File: src/rtl/alu_issue_ctrl_pkg.sv
// Shared constants, FSM encoding and decoded-instruction payload for the ALU issue controller.
package alu_issue_ctrl_pkg;

    localparam int unsigned DATA_W = 32;
    localparam int unsigned OPRN_W = 6;
    localparam int unsigned OPC_W  = 6;

    localparam logic [OPC_W-1:0] OPC_RTYPE = 6'h00;
    localparam logic [OPC_W-1:0] OPC_BEQ   = 6'h04;
    localparam logic [OPC_W-1:0] OPC_BNE   = 6'h05;
    localparam logic [OPC_W-1:0] OPC_ADDI  = 6'h08;
    localparam logic [OPC_W-1:0] OPC_SLTI  = 6'h0A;
    localparam logic [OPC_W-1:0] OPC_ANDI  = 6'h0C;
    localparam logic [OPC_W-1:0] OPC_ORI   = 6'h0D;
    localparam logic [OPC_W-1:0] OPC_LUI   = 6'h0F;
    localparam logic [OPC_W-1:0] OPC_MULI  = 6'h1D;
    localparam logic [OPC_W-1:0] OPC_LW    = 6'h23;
    localparam logic [OPC_W-1:0] OPC_SW    = 6'h2B;

    localparam logic [5:0] FN_SLL = 6'h01;
    localparam logic [5:0] FN_SRL = 6'h02;
    localparam logic [5:0] FN_ADD = 6'h20;
    localparam logic [5:0] FN_SUB = 6'h22;
    localparam logic [5:0] FN_AND = 6'h24;
    localparam logic [5:0] FN_OR  = 6'h25;
    localparam logic [5:0] FN_NOR = 6'h27;
    localparam logic [5:0] FN_SLT = 6'h2A;
    localparam logic [5:0] FN_MUL = 6'h2C;

    localparam logic [OPRN_W-1:0] ALU_NOP = 6'd0;
    localparam logic [OPRN_W-1:0] ALU_ADD = 6'd1;
    localparam logic [OPRN_W-1:0] ALU_SUB = 6'd2;
    localparam logic [OPRN_W-1:0] ALU_MUL = 6'd3;
    localparam logic [OPRN_W-1:0] ALU_SHR = 6'd4;
    localparam logic [OPRN_W-1:0] ALU_SHL = 6'd5;
    localparam logic [OPRN_W-1:0] ALU_AND = 6'd6;
    localparam logic [OPRN_W-1:0] ALU_OR  = 6'd7;
    localparam logic [OPRN_W-1:0] ALU_NOR = 6'd8;
    localparam logic [OPRN_W-1:0] ALU_SLT = 6'd9;

    typedef enum logic [1:0] {
        ST_IDLE = 2'd0,
        ST_EXEC = 2'd1,
        ST_DONE = 2'd2
    } state_t;

    typedef struct packed {
        logic [DATA_W-1:0] op1;
        logic [DATA_W-1:0] op2;
        logic [OPRN_W-1:0] oprn;
        logic              is_mul;
        logic              is_beq;
        logic              is_bne;
        logic              illegal;
    } dec_t;

    function automatic dec_t mk_dec(input logic [DATA_W-1:0] op1,
                                    input logic [DATA_W-1:0] op2,
                                    input logic [OPRN_W-1:0] oprn);
        dec_t d;
        d      = '0;
        d.op1  = op1;
        d.op2  = op2;
        d.oprn = oprn;
        return d;
    endfunction

endpackage

File: src/rtl/alu_issue_ctrl_if.sv
// Instruction-issue, ALU and writeback signals of the ALU issue controller.
interface alu_issue_ctrl_if;
    import alu_issue_ctrl_pkg::*;

    logic              IN_VALID;
    logic              IN_READY;
    logic [DATA_W-1:0] INSTR;
    logic [DATA_W-1:0] RS_DATA;
    logic [DATA_W-1:0] RT_DATA;
    logic [DATA_W-1:0] ALU_OP1;
    logic [DATA_W-1:0] ALU_OP2;
    logic [OPRN_W-1:0] ALU_OPRN;
    logic [DATA_W-1:0] ALU_OUT;
    logic              ALU_ZERO;
    logic              RES_VALID;
    logic              RES_READY;
    logic [DATA_W-1:0] RES_DATA;
    logic              RES_ZERO;
    logic              BR_TAKEN;
    logic              ILLEGAL;

    modport master (
        output IN_VALID, INSTR, RS_DATA, RT_DATA, ALU_OUT, ALU_ZERO, RES_READY,
        input  IN_READY, ALU_OP1, ALU_OP2, ALU_OPRN, RES_VALID, RES_DATA, RES_ZERO,
               BR_TAKEN, ILLEGAL
    );

    modport slave (
        input  IN_VALID, INSTR, RS_DATA, RT_DATA, ALU_OUT, ALU_ZERO, RES_READY,
        output IN_READY, ALU_OP1, ALU_OP2, ALU_OPRN, RES_VALID, RES_DATA, RES_ZERO,
               BR_TAKEN, ILLEGAL
    );

endinterface

File: src/rtl/alu_instr_decode.sv
// Combinational decode of one instruction word into ALU operands, operation and flags.
module alu_instr_decode
    import alu_issue_ctrl_pkg::*;
(
    input  logic [DATA_W-1:0] instr,
    input  logic [DATA_W-1:0] rs,
    input  logic [DATA_W-1:0] rt,
    output dec_t              dec_c
);

    logic [OPC_W-1:0]  opc;
    logic [5:0]        fn;
    logic [15:0]       imm;
    logic [DATA_W-1:0] sext;
    logic [DATA_W-1:0] zext;
    logic [DATA_W-1:0] shamt;
    logic              unused_fields_c;

    assign opc   = instr[31:26];
    assign fn    = instr[5:0];
    assign imm   = instr[15:0];
    assign sext  = {{16{imm[15]}}, imm};
    assign zext  = DATA_W'(imm);
    assign shamt = DATA_W'(instr[10:6]);
    // Register-number fields are resolved upstream; only their values arrive here.
    assign unused_fields_c = ^instr[25:16];

    always_comb begin
        dec_c         = '0;
        dec_c.illegal = 1'b1;
        case (opc)
            OPC_RTYPE: begin
                case (fn)
                    FN_ADD:  dec_c = mk_dec(rs, rt, ALU_ADD);
                    FN_SUB:  dec_c = mk_dec(rs, rt, ALU_SUB);
                    FN_MUL:  dec_c = mk_dec(rs, rt, ALU_MUL);
                    FN_AND:  dec_c = mk_dec(rs, rt, ALU_AND);
                    FN_OR:   dec_c = mk_dec(rs, rt, ALU_OR);
                    FN_NOR:  dec_c = mk_dec(rs, rt, ALU_NOR);
                    FN_SLT:  dec_c = mk_dec(rs, rt, ALU_SLT);
                    FN_SLL:  dec_c = mk_dec(rt, shamt, ALU_SHL);
                    FN_SRL:  dec_c = mk_dec(rt, shamt, ALU_SHR);
                    default: ;
                endcase
            end
            OPC_ADDI, OPC_LW, OPC_SW: dec_c = mk_dec(rs, sext, ALU_ADD);
            OPC_MULI: dec_c = mk_dec(rs, sext, ALU_MUL);
            OPC_SLTI: dec_c = mk_dec(rs, sext, ALU_SLT);
            OPC_ANDI: dec_c = mk_dec(rs, zext, ALU_AND);
            OPC_ORI:  dec_c = mk_dec(rs, zext, ALU_OR);
            OPC_LUI:  dec_c = mk_dec({imm, 16'h0000}, DATA_W'(0), ALU_OR);
            OPC_BEQ: begin
                dec_c        = mk_dec(rs, rt, ALU_SUB);
                dec_c.is_beq = 1'b1;
            end
            OPC_BNE: begin
                dec_c        = mk_dec(rs, rt, ALU_SUB);
                dec_c.is_bne = 1'b1;
            end
            default: ;
        endcase
        dec_c.is_mul = !dec_c.illegal && (dec_c.oprn == ALU_MUL);
    end

endmodule

File: src/rtl/alu_issue_ctrl.sv
// Execute-stage front end: issues one instruction to the combinational ALU, waits out
// its settle window, captures the result and hands it to writeback over valid/ready.
module alu_issue_ctrl
    import alu_issue_ctrl_pkg::*;
#(
    parameter int unsigned SETTLE_CYC = 1,
    parameter int unsigned MUL_CYC    = 4
) (
    input  logic             CLK,
    input  logic             RST,
    alu_issue_ctrl_if.slave  bus
);

    localparam int unsigned CNT_W = $clog2(MUL_CYC + 1);

    state_t            state_q, state_nx;
    logic [CNT_W-1:0]  cnt_q, cnt_nx;
    dec_t              dec_c;
    logic              accept_c, capture_c;

    logic              in_ready_q, in_ready_nx;
    logic              res_valid_q, res_valid_nx;
    logic [OPRN_W-1:0] oprn_q, oprn_nx;
    logic [DATA_W-1:0] op1_q, op1_nx, op2_q, op2_nx;
    logic [DATA_W-1:0] res_data_q, res_data_nx;
    logic              res_zero_q, res_zero_nx;
    logic              br_q, br_nx;
    logic              ill_q, ill_nx;
    logic              pend_beq_q, pend_beq_nx, pend_bne_q, pend_bne_nx;
    logic              pend_ill_q, pend_ill_nx;

    alu_instr_decode u_decode (
        .instr (bus.INSTR),
        .rs    (bus.RS_DATA),
        .rt    (bus.RT_DATA),
        .dec_c (dec_c)
    );

    assign accept_c  = (state_q == ST_IDLE) && bus.IN_VALID;
    assign capture_c = (state_q == ST_EXEC) && (cnt_q == CNT_W'(1));

    always_ff @(posedge CLK) begin
        if (RST) state_q <= ST_IDLE;
        else     state_q <= state_nx;
    end

    always_comb begin
        state_nx = state_q;
        case (state_q)
            ST_IDLE: if (accept_c)      state_nx = ST_EXEC;
            ST_EXEC: if (capture_c)     state_nx = ST_DONE;
            ST_DONE: if (bus.RES_READY) state_nx = ST_IDLE;
            default:                    state_nx = ST_IDLE;
        endcase
    end

    // Illegal instructions pass one dead EXEC cycle with OPRN held at no-op.
    always_comb begin
        in_ready_nx  = (state_nx == ST_IDLE);
        res_valid_nx = (state_nx == ST_DONE);
        cnt_nx       = cnt_q;
        oprn_nx      = oprn_q;
        op1_nx       = op1_q;
        op2_nx       = op2_q;
        pend_beq_nx  = pend_beq_q;
        pend_bne_nx  = pend_bne_q;
        pend_ill_nx  = pend_ill_q;
        res_data_nx  = res_data_q;
        res_zero_nx  = res_zero_q;
        br_nx        = br_q;
        ill_nx       = ill_q;
        if (accept_c) begin
            cnt_nx      = dec_c.illegal ? CNT_W'(1)
                        : dec_c.is_mul  ? CNT_W'(MUL_CYC) : CNT_W'(SETTLE_CYC);
            pend_beq_nx = dec_c.is_beq;
            pend_bne_nx = dec_c.is_bne;
            pend_ill_nx = dec_c.illegal;
            if (!dec_c.illegal) begin
                op1_nx  = dec_c.op1;
                op2_nx  = dec_c.op2;
                oprn_nx = dec_c.oprn;
            end
        end else if (state_q == ST_EXEC) begin
            cnt_nx = cnt_q - CNT_W'(1);
        end
        if (capture_c) begin
            oprn_nx     = ALU_NOP;
            res_data_nx = pend_ill_q ? DATA_W'(0) : bus.ALU_OUT;
            res_zero_nx = !pend_ill_q && bus.ALU_ZERO;
            br_nx       = (pend_beq_q && bus.ALU_ZERO) || (pend_bne_q && !bus.ALU_ZERO);
            ill_nx      = pend_ill_q;
        end
    end

    always_ff @(posedge CLK) begin
        if (RST) begin
            cnt_q       <= '0;
            in_ready_q  <= 1'b1;
            res_valid_q <= 1'b0;
            oprn_q      <= ALU_NOP;
            op1_q       <= '0;
            op2_q       <= '0;
            pend_beq_q  <= 1'b0;
            pend_bne_q  <= 1'b0;
            pend_ill_q  <= 1'b0;
            res_data_q  <= '0;
            res_zero_q  <= 1'b0;
            br_q        <= 1'b0;
            ill_q       <= 1'b0;
        end else begin
            cnt_q       <= cnt_nx;
            in_ready_q  <= in_ready_nx;
            res_valid_q <= res_valid_nx;
            oprn_q      <= oprn_nx;
            op1_q       <= op1_nx;
            op2_q       <= op2_nx;
            pend_beq_q  <= pend_beq_nx;
            pend_bne_q  <= pend_bne_nx;
            pend_ill_q  <= pend_ill_nx;
            res_data_q  <= res_data_nx;
            res_zero_q  <= res_zero_nx;
            br_q        <= br_nx;
            ill_q       <= ill_nx;
        end
    end

    assign bus.IN_READY  = in_ready_q;
    assign bus.RES_VALID = res_valid_q;
    assign bus.ALU_OPRN  = oprn_q;
    assign bus.ALU_OP1   = op1_q;
    assign bus.ALU_OP2   = op2_q;
    assign bus.RES_DATA  = res_data_q;
    assign bus.RES_ZERO  = res_zero_q;
    assign bus.BR_TAKEN  = br_q;
    assign bus.ILLEGAL   = ill_q;

endmodule

File: src/flat_wrapper.sv
// flat-port wrapper written by rule: the top's interface ports become plain ports
module alu_issue_ctrl_flat import alu_issue_ctrl_pkg::*;
#(
    parameter int unsigned SETTLE_CYC = 1,
    parameter int unsigned MUL_CYC    = 4
)
  (CLK, RST, bus_IN_VALID, bus_INSTR, bus_RS_DATA, bus_RT_DATA, bus_ALU_OUT, bus_ALU_ZERO, bus_RES_READY, bus_IN_READY, bus_ALU_OP1, bus_ALU_OP2, bus_ALU_OPRN, bus_RES_VALID, bus_RES_DATA, bus_RES_ZERO, bus_BR_TAKEN, bus_ILLEGAL);
  alu_issue_ctrl_if bus_i ();
  input  logic CLK;
  input  logic RST;
  input wire logic [$bits(bus_i.IN_VALID)-1:0] bus_IN_VALID;
  input wire logic [$bits(bus_i.INSTR)-1:0] bus_INSTR;
  input wire logic [$bits(bus_i.RS_DATA)-1:0] bus_RS_DATA;
  input wire logic [$bits(bus_i.RT_DATA)-1:0] bus_RT_DATA;
  input wire logic [$bits(bus_i.ALU_OUT)-1:0] bus_ALU_OUT;
  input wire logic [$bits(bus_i.ALU_ZERO)-1:0] bus_ALU_ZERO;
  input wire logic [$bits(bus_i.RES_READY)-1:0] bus_RES_READY;
  output wire logic [$bits(bus_i.IN_READY)-1:0] bus_IN_READY;
  output wire logic [$bits(bus_i.ALU_OP1)-1:0] bus_ALU_OP1;
  output wire logic [$bits(bus_i.ALU_OP2)-1:0] bus_ALU_OP2;
  output wire logic [$bits(bus_i.ALU_OPRN)-1:0] bus_ALU_OPRN;
  output wire logic [$bits(bus_i.RES_VALID)-1:0] bus_RES_VALID;
  output wire logic [$bits(bus_i.RES_DATA)-1:0] bus_RES_DATA;
  output wire logic [$bits(bus_i.RES_ZERO)-1:0] bus_RES_ZERO;
  output wire logic [$bits(bus_i.BR_TAKEN)-1:0] bus_BR_TAKEN;
  output wire logic [$bits(bus_i.ILLEGAL)-1:0] bus_ILLEGAL;
  assign bus_i.IN_VALID = bus_IN_VALID;
  assign bus_i.INSTR = bus_INSTR;
  assign bus_i.RS_DATA = bus_RS_DATA;
  assign bus_i.RT_DATA = bus_RT_DATA;
  assign bus_i.ALU_OUT = bus_ALU_OUT;
  assign bus_i.ALU_ZERO = bus_ALU_ZERO;
  assign bus_i.RES_READY = bus_RES_READY;
  assign bus_IN_READY = bus_i.IN_READY;
  assign bus_ALU_OP1 = bus_i.ALU_OP1;
  assign bus_ALU_OP2 = bus_i.ALU_OP2;
  assign bus_ALU_OPRN = bus_i.ALU_OPRN;
  assign bus_RES_VALID = bus_i.RES_VALID;
  assign bus_RES_DATA = bus_i.RES_DATA;
  assign bus_RES_ZERO = bus_i.RES_ZERO;
  assign bus_BR_TAKEN = bus_i.BR_TAKEN;
  assign bus_ILLEGAL = bus_i.ILLEGAL;
  alu_issue_ctrl #(.SETTLE_CYC(SETTLE_CYC), .MUL_CYC(MUL_CYC)) u_core (.CLK(CLK), .RST(RST), .bus(bus_i));
endmodule
File: config.mk
export PLATFORM = sky130hd
export DESIGN_NAME = alu_issue_ctrl_flat
export DESIGN_NICKNAME = d
export VERILOG_FILES = /design/src/rtl/alu_issue_ctrl_pkg.sv /design/src/rtl/alu_issue_ctrl_if.sv /design/src/rtl/alu_instr_decode.sv /design/src/rtl/alu_issue_ctrl.sv /design/src/flat_wrapper.sv
export SDC_FILE = /design/constraint.sdc
export NUM_CORES = 1
export LEC_CHECK = 0
export ABC_AREA = 1
export CORE_MARGIN = 8
export CORE_UTILIZATION = 42
export DETAILED_ROUTE_END_ITERATION = 10
export PLACE_DENSITY_LB_ADDON = 0.12
export SLEW_MARGIN = 20
export SYNTH_ARGS = -nofsm -noshare
export SYNTH_HDL_FRONTEND = slang
export SYNTH_SLANG_ARGS = --single-unit
File: constraint.sdc
create_clock -name CLK -period 2 [get_ports CLK]
set_input_delay 0.6 -clock CLK [delete_from_list [all_inputs] [get_ports CLK]]
set_output_delay 0.6 -clock CLK [all_outputs]
set_load 0.01 [all_outputs]
-- Word level (Yosys, flattened, before mapping)
Index checks and enable logic that the tools add are counted.
- memories: 0
- output and inout bits: 107
- input port bits: 133
- bits in writable memories: 0
- bits in latches: 0
- word-level logic and storage cells: 68
- register bits: 115
- bits in read-only memories: 0
- bitwise logic cells: 1
- $add $sub $neg: 1
- equality and inequality tests: 24
- $mul: 0
- shifts and indexed selects: 0
- magnitude comparators: 0
- divide/modulo/power cells: 0
- muxes and demuxes: 11
- reductions and logical operators: 17
- operators with widths (cell ; count):
    74-bit case mux with 9 select lines ; 2
    6-bit == test, second input constant ; 9
    32-bit two-way mux ; 1
    6-bit by 4-bit == test with 1-bit output, second input constant ; 5
    6-bit by 2-bit == test with 1-bit output, second input constant ; 2
    6-bit by 3-bit == test with 1-bit output, second input constant ; 2
    3-bit two-way mux ; 4
    6-bit by 1-bit == test with 1-bit output, second input constant ; 1
    6-bit by 5-bit == test with 1-bit output, second input constant ; 1
    1-bit logical AND ; 6
    6-bit zero test ; 1
    2-bit two-way mux ; 3
    2-bit case mux with 3 select lines ; 1
    2-bit == test, second input constant ; 2
    2-bit zero test ; 2
    3-bit by 1-bit == test with 1-bit output, second input constant ; 1
    1-bit zero test ; 3
    3-bit OR reduction ; 1
    3-bit by 1-bit subtractor with 3-bit output, second input constant ; 1
    2-bit by 1-bit == test with 1-bit output, second input constant ; 1
    2-bit AND reduction ; 1
    2-bit nonzero test ; 1
    2-bit OR reduction ; 1
    1-bit logical OR ; 1
    1-bit inverter ; 1

-- Longest topological paths before layout
- depth in word-level cells: 8
- gate-level depth with buffers: 14
- depth with buffers taken out: 13

-- By module
Synthesis repeated with hierarchy kept, for this count alone.
- cells, all modules: 2246
- area total of the unflattened synthesis: 11755.0 µm²
- modules (own cells, without submodules) (module ; area an instance (µm²) ; seq. area each (µm²) ; times used ; cells each):
    alu_instr_decode ; 7619.8 ; 0.0 ; 1 ; 1730
    alu_issue_ctrl ; 4135.2 ; 2302.2 ; 1 ; 516

-- Worst setup path before layout
No wires, ideal clock.
- kind: input to register
- from: in bus_INSTR[31]
- to: reg u_core.op2_q[2], in the netlist u_core.bus.ALU_OP2[2]
- required time: 1.881 ns
- arrival: 1.736 ns
- buffers on the path: 2
- stages: 10
- path slack: 0.145 ns
- library setup time: 0.119 ns
- path through: nor2_4 > nand3_1 > inv_1 > nand4_2 > nand2_2 > inv_2 > buf_6 > buf_6 > o21ai_1 > nor2_1
- word-level cells in the longest chain between the ends: 5
- elaborated cells on any way between the ends: 15
- those cells by class: eq/ne (10); mux (1); bitwise (1); reduce/logical (3)
- RTL lines (what ; line ; text):
    from (decl) ; flat_wrapper.sv:12 ; input wire logic [$bits(bus_i.INSTR)-1:0] bus_INSTR;
    6-bit by 4-bit == test with 1-bit output / 6-bit == test (equally long branches) ; alu_instr_decode.sv:31 ; case (opc)
    3-bit OR reduction ; alu_instr_decode.sv:31 ;
    74-bit case mux with 9 select lines * ; alu_instr_decode.sv:31 ;
    1-bit inverter (no line) ; -- ;
    2-bit AND reduction (no line) ; -- ;
    to (signal assigned) ; alu_issue_ctrl.sv:116 ; op2_q <= op2_nx;
    to (decl) ; alu_issue_ctrl.sv:24 ; logic [DATA_W-1:0] op1_q, op1_nx, op2_q, op2_nx;
Mark *: on every way between the ends. The rest lies on a longest branch, timed or not.
A chain may end at the register's enable or synchronous reset.

-- Final worst setup path
- from: reg u_core.op2_q[2], in the netlist u_core.bus.ALU_OP2[2]
- to: out bus_ALU_OP2[2]
- RTL lines (what ; line ; text):
    to (decl) ; flat_wrapper.sv:20 ; output wire logic [$bits(bus_i.ALU_OP2)-1:0] bus_ALU_OP2;
No word-level cell between the ends.

==> impl_results.md <==
* H-tree levels at 4
* Worst setup EP type: primary output
* Bufs and invs on worst path at 1
* Clock Sinks at 113
* Library cells used by synthesis at 29
* N_diodes at 0
* Cell Rows at 40
* Worst Hold Class: reg2reg
* Hold_ws at 0.463 ns
* Tmin final at 1.95 ns
* Crit start category: register
* Final global-route overflow total at 0
* Die Ht at 127 um
* Critical Path Fanout Max at 2
* 1st-iter DRT viols at 576
* Clock buffer depth at 2
* Max-slew violations at 0
* IO buf count at 227
* Power Density at 696 mW/mm^2
* DRC at 0
* Fin crit share at 0.973
* WL/cell at 16.3 um
* Synth Instances at 758
* Die width at 127 um
* Top delay family on crit path: buffers and inverters
* Final hold violations at 0
* I/O pin count at 240
* First-pass GRT wire length at 30,100 um
* Hold Path Origin: u_core.bus.RES_DATA[24]
* Total GRT Usage at 0.234
* TritonCTS Buffers at 17
* Main flop type after synthesis: dfxtp_1
* Mapped Area at 0.00516 sq mm
* Worst Setup SP: u_core.bus.ALU_OP2[2]
* GPL Wtd Cong at 0.850
* Root buf cell: clkbuf_16
* DR vias at 6,052
* Max VDD drop at 0.546 mV
* CP max stage cell: clkdlybuf4s50_1
* Post-Route WL at 19,500 um
* Synth top area cells: dfxtp_1, nand2_1, a21oi_1
* Antenna violations before repair at 1
* Skew-Pair Late Insertion Delay at 0.41 ns
* Worst Setup Path Type: reg2out
* Placed wire-length estimate at 14,400 um
* Required @ worst endpoint at 1.40 ns
* Status: complete, no violations
* Worst r2r src: u_core.state_q[0]
* Clk_skew at 0.00829 ns
* Nets@finish at 1,175
* Clock tree from TritonCTS: built
* Synthesis Warnings at 0
* Worst path arrival time at 1.35 ns
* Number of synthesized register bits at 113
* Core area at 0.0120 sq mm
* Pre-antenna DRT Iters at 5
* Synth top cells by count: nand2_1, dfxtp_1, a21oi_1
* Post-synth top area share at 0.438
* Leak at 3.56 nW
* Register area share after synthesis at 0.438
* Final ANT Viol Nets at 0
* Area delta synth->final at 69.0%
* Syn_area_per_cell at 6.81 sq um
* Die Area at 0.0161 sq mm
* Synth area leader: dfxtp_1
* Pwr Total at 6.08 mW
* CP Cell Sequence: clkdlybuf4s50_1
* Initial Util at 0.430
* Vias per inst at 5.05
* Share of synthesized registers carrying an async set or reset at 0
* Max incr delay on CP at 0.60 ns
* Vias in the first global route at 5,887
* Fmax at 514 MHz
* Maximum number of pins on one net before global-route repair at 41
* Top-count cell post-synth: nand2_1
* Max-Cap Viols at 0
* Clk pin slew, worst setup/hold paths at 0.05 ns
* EDFF count, synth at 0
* Layout cells sized above 1 at 0.144
* Final Setup Violations at 0
==> registers in the layout, indices dropped and copies added (netlist names) <==
register,count
u_core.bus.BR_TAKEN,1
u_core.bus.RES_DATA,32
u_core.bus.ALU_OP2,32
u_core.bus.ALU_OPRN,4
u_core.state_q,2
u_core.bus.ALU_OP1,32
u_core.pend_ill_q,1
u_core.cnt_q,3
u_core.bus.RES_VALID,1
u_core.bus.ILLEGAL,1
u_core.pend_beq_q,1
u_core.bus.IN_READY,1
u_core.bus.RES_ZERO,1
u_core.pend_bne_q,1
==> cell usage in the layout (no fill, tap or decap), drive strengths merged <==
cell	n
clkdlybuf4s15	6
dlygate4sd2	4
nor3	3
a211oi	2
bufinv	1
nand3	66
a21oi	96
ha	2
inv	51
clkinv	7
clkdlybuf4s50	215
conb	2
clkbuf	23
nor2	82
o21ai	90
nand4	3
dfxtp	113
clkinvlp	3
buf	79
o22ai	2
nand2	201
a21boi	1
==> routing by layer <==
layer  wire [um]  GRT usage  up-vias
met5           8          0        -
met3        1630     0.0775       20
met2        9290      0.390      246
met1        8290      0.279     2730
met4         320     0.0728        2
li1            -          -     3054
==> cells by family (layout without fill, tap and decap cells) <==
family | after synthesis | count (layout) | share of synthesized area
other | 1 | 2 | 0.000726
AO/OA/AOI/OAI | 191 | 191 | 0.188
buffers and inverters | 96 | 389 | 0.0819
flip-flops | 113 | 113 | 0.438
AND/OR/NAND/NOR | 355 | 355 | 0.287
adder cells (fa/ha/maj) | 2 | 2 | 0.00484
==> final cells by class <==
class                           count  area [sq um]
Clock buffer                       20           447
Tap cell                          147           184
Multi-Input combinational cell    550          2550
Fill cell                        1023          3280
Clock inverter                     11          91.3
Inverter                           51           196
Sequential cell                   113          2260
Timing Repair Buffer              307          2990
==> where the power goes <==
part	leakage, nW	switching (mW)	internal (mW)
Clock	0.261	1.04	1.72
Combinational	2.38	0.439	0.504
Sequential	0.915	0.0444	2.34
==> final timing paths <==
kind,to,slack [ns],cells past startpoint
min reg2reg,u_core.bus.RES_DATA[24],0.46,2
min,u_core.bus.RES_DATA[24],0.46,2
max,bus_ALU_OP2[2],0.05,1
max reg2reg,u_core.bus.ALU_OP1[15],0.45,9
==> repair_timing <==
item                                   CTS  global route
hold buffers                             0             0
gates cloned                             1             1
resized for setup                       27            45
setup buffers                            0             6
pin swaps                                4             7
endpoints found under the hold margin    0             0
setup endpoints to repair               68            67
==> metrics by stage <==
stage | cell area [sq um] | setup slack (ns) | utilization | setup TNS (ns) | std cells
6_report | 8730 | 0.0535 | 0.727 | 0 | 1199
5_1_grt | 8730 | -0.0117 | 0.727 | -0.0286 | 1199
4_1_cts | 8620 | 0.0388 | 0.717 | 0 | 1192
3_5_place_dp | 8020 | -0.646 | 0.668 | -39.74 | 1160
3_3_place_gp | 8020 | -0.559 | 0.668 | -36.07 | 1160
2_1_floorplan | 5170 | 0.145 | - | 0 | 759
(Power assumes the default switching activity.)
